[src/rtl/manchester_pkg.sv]
// Shared byte-level framing constants and deframer state encoding for the
// manchester framer/escaper/preamble/deframer family.
package manchester_pkg;

    localparam int unsigned BYTE_W = 8;

    localparam logic [BYTE_W-1:0] PRE     = 8'h55;
    localparam logic [BYTE_W-1:0] SOF     = 8'h7E;
    localparam logic [BYTE_W-1:0] EOF     = 8'h7F;
    localparam logic [BYTE_W-1:0] ESC     = 8'h7D;
    localparam logic [BYTE_W-1:0] ESC_XOR = 8'h20;

    localparam int unsigned ST_W = 2;
    typedef logic [ST_W-1:0] state_t;

    localparam state_t ST_HUNT = 2'd0;
    localparam state_t ST_DATA = 2'd1;
    localparam state_t ST_ESC  = 2'd2;

endpackage

[src/rtl/manchester_deframer.sv]
// Receive deframer: hunts for SOF, un-escapes payload, strips EOF and emits
// AXI-Stream beats with tlast on the true last byte via a one-byte hold register.
module manchester_deframer
    import manchester_pkg::*;
#(
    parameter int unsigned MAX_LEN = 256,
    parameter int unsigned LEN_W   = 9
) (
    input  logic              aclk,
    input  logic              aresetn,
    input  logic [BYTE_W-1:0] s_axis_tdata,
    input  logic              s_axis_tvalid,
    output logic              s_axis_tready,
    output logic [BYTE_W-1:0] m_axis_tdata,
    output logic              m_axis_tvalid,
    input  logic              m_axis_tready,
    output logic              m_axis_tlast,
    output logic              m_axis_tuser,
    output logic              frame_ok,
    output logic              frame_err
);

    state_t            state_q, state_d;
    logic [BYTE_W-1:0] hold_q, hold_d;
    logic              hold_valid_q, hold_valid_d;
    logic [LEN_W-1:0]  len_q, len_d;
    logic [BYTE_W-1:0] tdata_q, tdata_d;
    logic              tvalid_q, tvalid_d;
    logic              tlast_q, tlast_d;
    logic              tuser_q, tuser_d;
    logic              frame_ok_q, frame_ok_d;
    logic              frame_err_q, frame_err_d;

    logic              in_fire, out_fire;
    logic              is_sof, is_eof, is_esc, len_full;
    logic              pay_v, close_v, close_user, restart;
    logic [BYTE_W-1:0] pay_b;

    // Input may only be taken when the output register is free this cycle.
    assign s_axis_tready = !tvalid_q || m_axis_tready;
    assign in_fire       = s_axis_tvalid && s_axis_tready;
    assign out_fire      = tvalid_q && m_axis_tready;
    assign is_sof        = (s_axis_tdata == SOF);
    assign is_eof        = (s_axis_tdata == EOF);
    assign is_esc        = (s_axis_tdata == ESC);
    assign len_full      = (len_q == LEN_W'(MAX_LEN));

    always_ff @(posedge aclk) begin
        if (!aresetn) begin
            state_q <= ST_HUNT;
        end else begin
            state_q <= state_d;
        end
    end

    always_comb begin
        state_d = state_q;
        if (in_fire) begin
            case (state_q)
                ST_HUNT: if (is_sof) state_d = ST_DATA;
                ST_DATA: begin
                    if (is_esc)                  state_d = ST_ESC;
                    else if (is_eof)             state_d = ST_HUNT;
                    else if (!is_sof && len_full) state_d = ST_HUNT;
                end
                ST_ESC: begin
                    if (is_sof)        state_d = ST_DATA;
                    else if (is_eof)   state_d = ST_HUNT;
                    else if (len_full) state_d = ST_HUNT;
                    else               state_d = ST_DATA;
                end
                default: state_d = ST_HUNT;
            endcase
        end
    end

    // Classify the consumed byte, then drive hold, length and output register.
    always_comb begin
        pay_v        = 1'b0;
        pay_b        = s_axis_tdata;
        close_v      = 1'b0;
        close_user   = 1'b0;
        restart      = 1'b0;
        hold_d       = hold_q;
        hold_valid_d = hold_valid_q;
        len_d        = len_q;
        tdata_d      = tdata_q;
        tvalid_d     = tvalid_q && !m_axis_tready;
        tlast_d      = tlast_q;
        tuser_d      = tuser_q;
        frame_err_d  = 1'b0;

        if (in_fire) begin
            case (state_q)
                ST_HUNT: restart = is_sof;
                ST_DATA: begin
                    if (is_esc) begin
                        pay_v = 1'b0;
                    end else if (is_eof) begin
                        close_v = 1'b1;
                    end else if (is_sof) begin
                        close_v    = 1'b1;
                        close_user = 1'b1;
                    end else begin
                        pay_v = 1'b1;
                    end
                end
                ST_ESC: begin
                    if (is_sof || is_eof) begin
                        close_v    = 1'b1;
                        close_user = 1'b1;
                    end else begin
                        pay_v = 1'b1;
                        pay_b = s_axis_tdata ^ ESC_XOR;
                    end
                end
                default: restart = 1'b0;
            endcase
        end

        if (pay_v && len_full) begin
            pay_v      = 1'b0;
            close_v    = 1'b1;
            close_user = 1'b1;
        end

        // An SOF abort with nothing held is a silent restart, not an error.
        frame_err_d = close_user && (hold_valid_q || !is_sof);

        if (restart || close_v) begin
            hold_valid_d = 1'b0;
            len_d        = '0;
        end
        if (close_v && hold_valid_q) begin
            tvalid_d = 1'b1;
            tdata_d  = hold_q;
            tlast_d  = 1'b1;
            tuser_d  = close_user;
        end
        if (pay_v) begin
            if (hold_valid_q) begin
                tvalid_d = 1'b1;
                tdata_d  = hold_q;
                tlast_d  = 1'b0;
                tuser_d  = 1'b0;
            end
            hold_d       = pay_b;
            hold_valid_d = 1'b1;
            len_d        = len_q + LEN_W'(1);
        end

        frame_ok_d = out_fire && tlast_q && !tuser_q && !frame_err_d;
    end

    always_ff @(posedge aclk) begin
        if (!aresetn) begin
            hold_q       <= '0;
            hold_valid_q <= 1'b0;
            len_q        <= '0;
            tdata_q      <= '0;
            tvalid_q     <= 1'b0;
            tlast_q      <= 1'b0;
            tuser_q      <= 1'b0;
            frame_ok_q   <= 1'b0;
            frame_err_q  <= 1'b0;
        end else begin
            hold_q       <= hold_d;
            hold_valid_q <= hold_valid_d;
            len_q        <= len_d;
            tdata_q      <= tdata_d;
            tvalid_q     <= tvalid_d;
            tlast_q      <= tlast_d;
            tuser_q      <= tuser_d;
            frame_ok_q   <= frame_ok_d;
            frame_err_q  <= frame_err_d;
        end
    end

    assign m_axis_tdata  = tdata_q;
    assign m_axis_tvalid = tvalid_q;
    assign m_axis_tlast  = tlast_q;
    assign m_axis_tuser  = tuser_q;
    assign frame_ok      = frame_ok_q;
    assign frame_err     = frame_err_q;

endmodule

[config.mk]
export PLATFORM = sky130hd
export DESIGN_NAME = manchester_deframer
export DESIGN_NICKNAME = d
export VERILOG_FILES = /design/src/rtl/manchester_pkg.sv /design/src/rtl/manchester_deframer.sv
export SDC_FILE = /design/constraint.sdc
export NUM_CORES = 1
export LEC_CHECK = 0
export BUFFER_PORTS_ARGS = -buffer_cell sky130_fd_sc_hd__clkbuf_2
export CORE_MARGIN = 8
export CORE_UTILIZATION = 35
export CTS_BUF_LIST = sky130_fd_sc_hd__clkbuf_2 sky130_fd_sc_hd__clkbuf_4 sky130_fd_sc_hd__clkbuf_8
export DETAILED_ROUTE_END_ITERATION = 10
export SYNTH_ARGS = -nofsm -noshare
export SYNTH_HDL_FRONTEND = slang
export SYNTH_SLANG_ARGS = --single-unit
export TNS_END_PERCENT = 1
[constraint.sdc]
create_clock -name aclk -period 2.3 [get_ports aclk]
set_clock_uncertainty 0.05 [all_clocks]
set_input_delay 0.345 -clock aclk [delete_from_list [all_inputs] [get_ports aclk]]
set_output_delay 0.345 -clock aclk [all_outputs]
set_load 0.05 [all_outputs]
=== Word level (Yosys, flattened, before mapping) ===
Index checks and enable logic that the tools add are counted.

* Register bits: 33
* Latch bits: 0
* Memory bits (writable): 0
* ROM bits: 0
* Input bits: 12
* Memories kept: 0

* Add/subtract/negate cells: 1
* Multipliers: 0
* Div/mod/pow operators: 0
* Order comparisons: 0
* Equal/unequal tests: 8
* Shift operators: 0
* Mux-type cells: 48
* Bitwise gates (word level): 1
* Reduce and logical (&&, ||, !) cells: 22

{| class="wikitable"
|+ Operator list
! operator !! count
|-
| $mux W1 || 32
|-
| $eq A8 B7 Y1 const B || 3
|-
| $mux W8 || 3
|-
| $mux W6 || 3
|-
| $mux W9 || 2
|-
| $logic_and A1 B1 Y1 || 10
|-
| $add A9 B1 Y9 const B || 1
|-
| $eq A9 B9 Y1 const B || 1
|-
| $mux W2 || 4
|-
| $pmux W1 S2 || 3
|-
| $pmux W2 S3 || 1
|-
| $logic_not A1 Y1 || 5
|-
| $logic_or A1 B1 Y1 || 4
|-
| $ne A4 B4 Y1 const B || 1
|-
| $reduce_and A3 Y1 || 1
|-
| $eq A2 B1 Y1 const B || 1
|-
| $eq A2 B2 Y1 const B || 1
|-
| $logic_not A2 Y1 || 1
|-
| $ne A2 B2 Y1 const B || 1
|-
| $reduce_bool A2 Y1 || 1
|-
| $not A1 Y1 || 1
|}

=== Depth between registers and ports, before layout ===
* Word-level depth: 12
* Mapped depth: 7
* Gate-level depth less buffers: 6

=== Least setup slack after synthesis ===
OpenSTA, ideal clock, no wires.

* Path kind: reg2reg
* From: reg tvalid_q (netlist: m_axis_tvalid)
* To: reg hold_q[5]
* Data arrival time: 1.803 ns
* Path slack: 0.375 ns
* Stages on the path, launching flop included: 8
* Path buffers: 2
* Clock period less this slack: 1.925 ns
* Cell sequence: dfxtp_1 > nand2b_1 > buf_2 > nand3_2 > a21o_2 > nor3_1 > buf_6 > mux2i_1

* Word-level cells in the longest chain between the ends: 6
* Elaborated cells on any way between the ends: 7
* Those cells by class: 3 x mux; 4 x reduce/logical

{| class="wikitable"
|+ Ends and longest elaborated chain
! item !! RTL line !! RTL
|-
| start: declaration || manchester_deframer.sv:28 || <nowiki>logic tvalid_q, tvalid_d;</nowiki>
|-
| start signal: assignment || manchester_deframer.sv:171 || <nowiki>tvalid_q <= tvalid_d;</nowiki>
|-
| $logic_not A1 Y1 (*) || manchester_deframer.sv:40 || <nowiki>assign s_axis_tready = !tvalid_q || m_axis_tready;</nowiki>
|-
| $logic_or A1 B1 Y1 (*) || manchester_deframer.sv:40 ||
|-
| net s_axis_tready || manchester_deframer.sv:13 || <nowiki>output logic s_axis_tready,</nowiki>
|-
| $logic_and A1 B1 Y1 (*) || manchester_deframer.sv:41 || <nowiki>assign in_fire = s_axis_tvalid && s_axis_tready;</nowiki>
|-
| $mux W1 || manchester_deframer.sv:93 || <nowiki>if (in_fire) begin</nowiki>
|-
| $logic_and A1 B1 Y1 || manchester_deframer.sv:121 || <nowiki>if (pay_v && len_full) begin</nowiki>
|-
| $mux W1 || manchester_deframer.sv:121 ||
|-
| end signal: assignment || manchester_deframer.sv:167 || <nowiki>hold_q <= hold_d;</nowiki>
|-
| end: declaration || manchester_deframer.sv:24 || <nowiki>logic [BYTE_W-1:0] hold_q, hold_d;</nowiki>
|}

The timed path passes the listed nets; every way through them passes the cells marked *.
A chain may end at the register's enable or synchronous reset.

=== Worst setup path after layout ===
* From: reg state_q[0]
* To: reg hold_q[2]

* Word-level cells in the longest chain between the ends: 5
* Elaborated cells on any way between the ends: 8
* Those cells by class: 2 x eq/ne; 5 x mux; 1 x reduce/logical

{| class="wikitable"
|+ Ends and longest elaborated chain
! item !! RTL line !! RTL
|-
| start: declaration || manchester_deframer.sv:23 || <nowiki>state_t state_q, state_d;</nowiki>
|-
| start signal: assignment || manchester_deframer.sv:52 || <nowiki>state_q <= state_d;</nowiki>
|-
| $eq A2 B2 Y1 or $eq A2 B1 Y1 (tied branches) || manchester_deframer.sv:94 || <nowiki>case (state_q)</nowiki>
|-
| $pmux W1 S2 || manchester_deframer.sv:94 ||
|-
| $mux W1 || manchester_deframer.sv:93 ||
|-
| $logic_and A1 B1 Y1 || manchester_deframer.sv:121 ||
|-
| $mux W1 || manchester_deframer.sv:121 ||
|}

Several ways; a longest one is shown, not always the timed one.

==> flow_summary.ini <==
[status]
outcome = finished clean

[setup_path]
critPathKind = flip-flop to flip-flop
crit_path_end_kind = flip-flop
crit_chain = inv_1, ha_1, nand3_2, a21o_2, nor3_1, buf_4, mux2i_1
rr_endpoint = hold_q[2]
slowest_delay_ns = 0.39
crit_arrival_ns = 2.00
start_kind = flip-flop
required_ns = 2.46
rrSetupSlack_ns = 0.46
cp_slowest_cell = dfxtp_1
r2r_cells = 7
reg2reg_from = state_q[0]
crit_fanout = 9

[routing]
wl_um = 3614
met2WireLength_um = 1591
firstDrtPassIters = 4
wirelength_met1_um = 1784
wl_met3_um = 174
wl_per_cell_um = 13.95
drc_errors = 0
final_antenna_net_count = 0
highest_layer = met4
post_drt_via_cell_ratio = 5.089
drt_iter0_drc = 76
vias = 1318

[die]
coreArea_um2 = 4661
start_util = 0.3592
placementRows = 25
pin_count = 26
die_w_um = 85.16
die-area_um2 = 7252
die_y_um = 85.16

[logic_synthesis]
yosysSeqAreaShare = 0.3946
synth_nets = 195
synth_edf_count = 0
ys_ff_latch = 33
syn_area_um2 = 1674
netlist-cell-type-count = 47
yosys-top-cells-area = dfxtp_1 39%, mux2i_1 10%, nand2_1 5.2%, ha_1 4.5%, nor2b_1 3.4%
yosysTopAreaCellShare = 0.3946
ys_async_sr_fraction = 0
ys.flop_type = dfxtp_1
syn_inst = 177
yosys_warnings = 0
avgSynthCellArea_um2 = 9.458
synth_largest_area_cell = dfxtp_1

[timing]
rsz0062_at_grt = false
min_period_over_period = 0.8020
max_slew.worst_pin.slew_ns = 0.3890
report.final.slew_viol_count = 0
setup_viol = 0
timing.setup.tns_ns = 0
period_minus_slack_ns = 1.845
hold_viol = 0
fmax_mhz = 542.1
relSlewSlack = 0.7398

[clock_network]
path_clk_slew_ns = 0.07
postCtsResizedCells = 0
cts-buffers-inserted = 5
ctsHoldBuffers = 0
cts-htree-levels = 2
postCtsSetupBuffers = 0
clock-root-buffer = clkbuf_8
clockBufferDepth = 2
cts.sinks = 33
insertion_delay_ns = 0.28
cts_tree = done

[min_path]
hold_class = input port to flip-flop
hold_path.startpoint = m_axis_tready
min_path_cells = 3
min_to = frame_ok

[final_layout]
area_growth_pct = 15.92
drive_gt1_frac = 0.2390
final_nets = 223
mostFrequentLayoutCell = dfxtp_1
instances_no_fill = 259
diodes = 0
final_cell_mix = 33 x dfxtp_1, 25 x clkbuf_2, 23 x nand2_1
design_area_um2 = 1941

[global_route]
grt_overflow = 0
grt.total_usage = 0.1029
grt_max_degree = 28
first_global_vias = 1265
grt_first_pass_wirelength_um = 5982
grt_antenna_before_repair = 0

[place]
dp_hpwl_um = 2669
place_congestion = 0.9112
dpl-instance-area_um2 = 1851
placedCellCount = 252
port_buffers = 25

[power_and_ir_drop]
vdd_drop_max_v = 0.0002377
p_leak_nw = 0.7276
power_density_nw_per_um2 = 548.9

[flow_run]
drv_cap = 0
## worst max-delay path by stage
stage,cells after the start,endpoint,from
final,7,hold_q[2],state_q[0]
after detailed placement,7,hold_q[2],state_q[0]
after global placement,7,hold_q[4],state_q[0]
after CTS,7,hold_q[2],state_q[0]
after global routing,7,hold_q[2],state_q[1]
after floorplan,7,hold_q[5],m_axis_tvalid
## cell families (layout without fill, tap and decap cells)
logic type	count (synthesis)	after routing	share of synthesized area
muxes	18	18	0.1084
xor gates and xnor gates	3	3	0.01570
DFF	33	33	0.3946
buffers and inverters	13	41	0.03662
AOI/OAI and AO/OA	26	26	0.1286
adders and majority gates	6	6	0.04484
and+or+nand+nor	78	78	0.2713
## synthesized netlist by cell type (all sizes together) (3+ instances only)
library cell,n
inv,6
clkbuf,4
a21oi,6
nand4,4
dfxtp,33
mux2i,17
nor3,5
nand2,23
o21ai,3
nor2,7
nand2b,3
buf,3
nand3,9
a22o,4
nor4,3
a221o,3
nor2b,9
and2,3
ha,6
and3,3
## report_power, final
group	internal [W]	switching, W
logic	0.0000165	0.0000292
registers	0.000571	0.000000112
clock network	0.000249	0.000199
## metrics by stage
stage | setup slack [ns] | hold slack [ns] | total power [W] | utilization
after floorplan | 0.3754 | 0.3844 | 0.0006090 | -
after global placement | 0.4874 | 0.3980 | 0.0006308 | 0.3970
after detailed placement | 0.4702 | 0.3997 | 0.0006308 | 0.3970
after CTS | 0.4352 | 0.2609 | 0.001081 | 0.4164
after global routing | 0.3365 | 0.2726 | 0.001108 | 0.4164
final | 0.4553 | 0.2654 | 0.001065 | 0.4164
## cell type report
type                       count  area, um^2
sequential                    33       660.6
clock buffer                   7       90.09
timing repair buffer          28       147.6
fill                         464        2720
inverter                       6       22.52
tap                           54       67.56
multi-input combinational    131       952.2
## layer usage
layer / up-vias / global-route usage
li1: 691 / -
met5: - / 0
met4: 0 / 0.05825
met2: 20 / 0.1499
met1: 602 / 0.1304
met3: 5 / 0.03185
## worst max-delay path, delay by kind of cell (launching register included)
| kind | cells | cell delay, ns |
|---|---|---|
| AOI/OAI and AO/OA | 1 | 0.26 |
| adders and majority gates | 1 | 0.31 |
| buffers and inverters | 2 | 0.31 |
| DFF | 1 | 0.39 |
| muxes | 1 | 0.20 |
| and+or+nand+nor | 2 | 0.24 |
(Power assumes the default switching activity.)
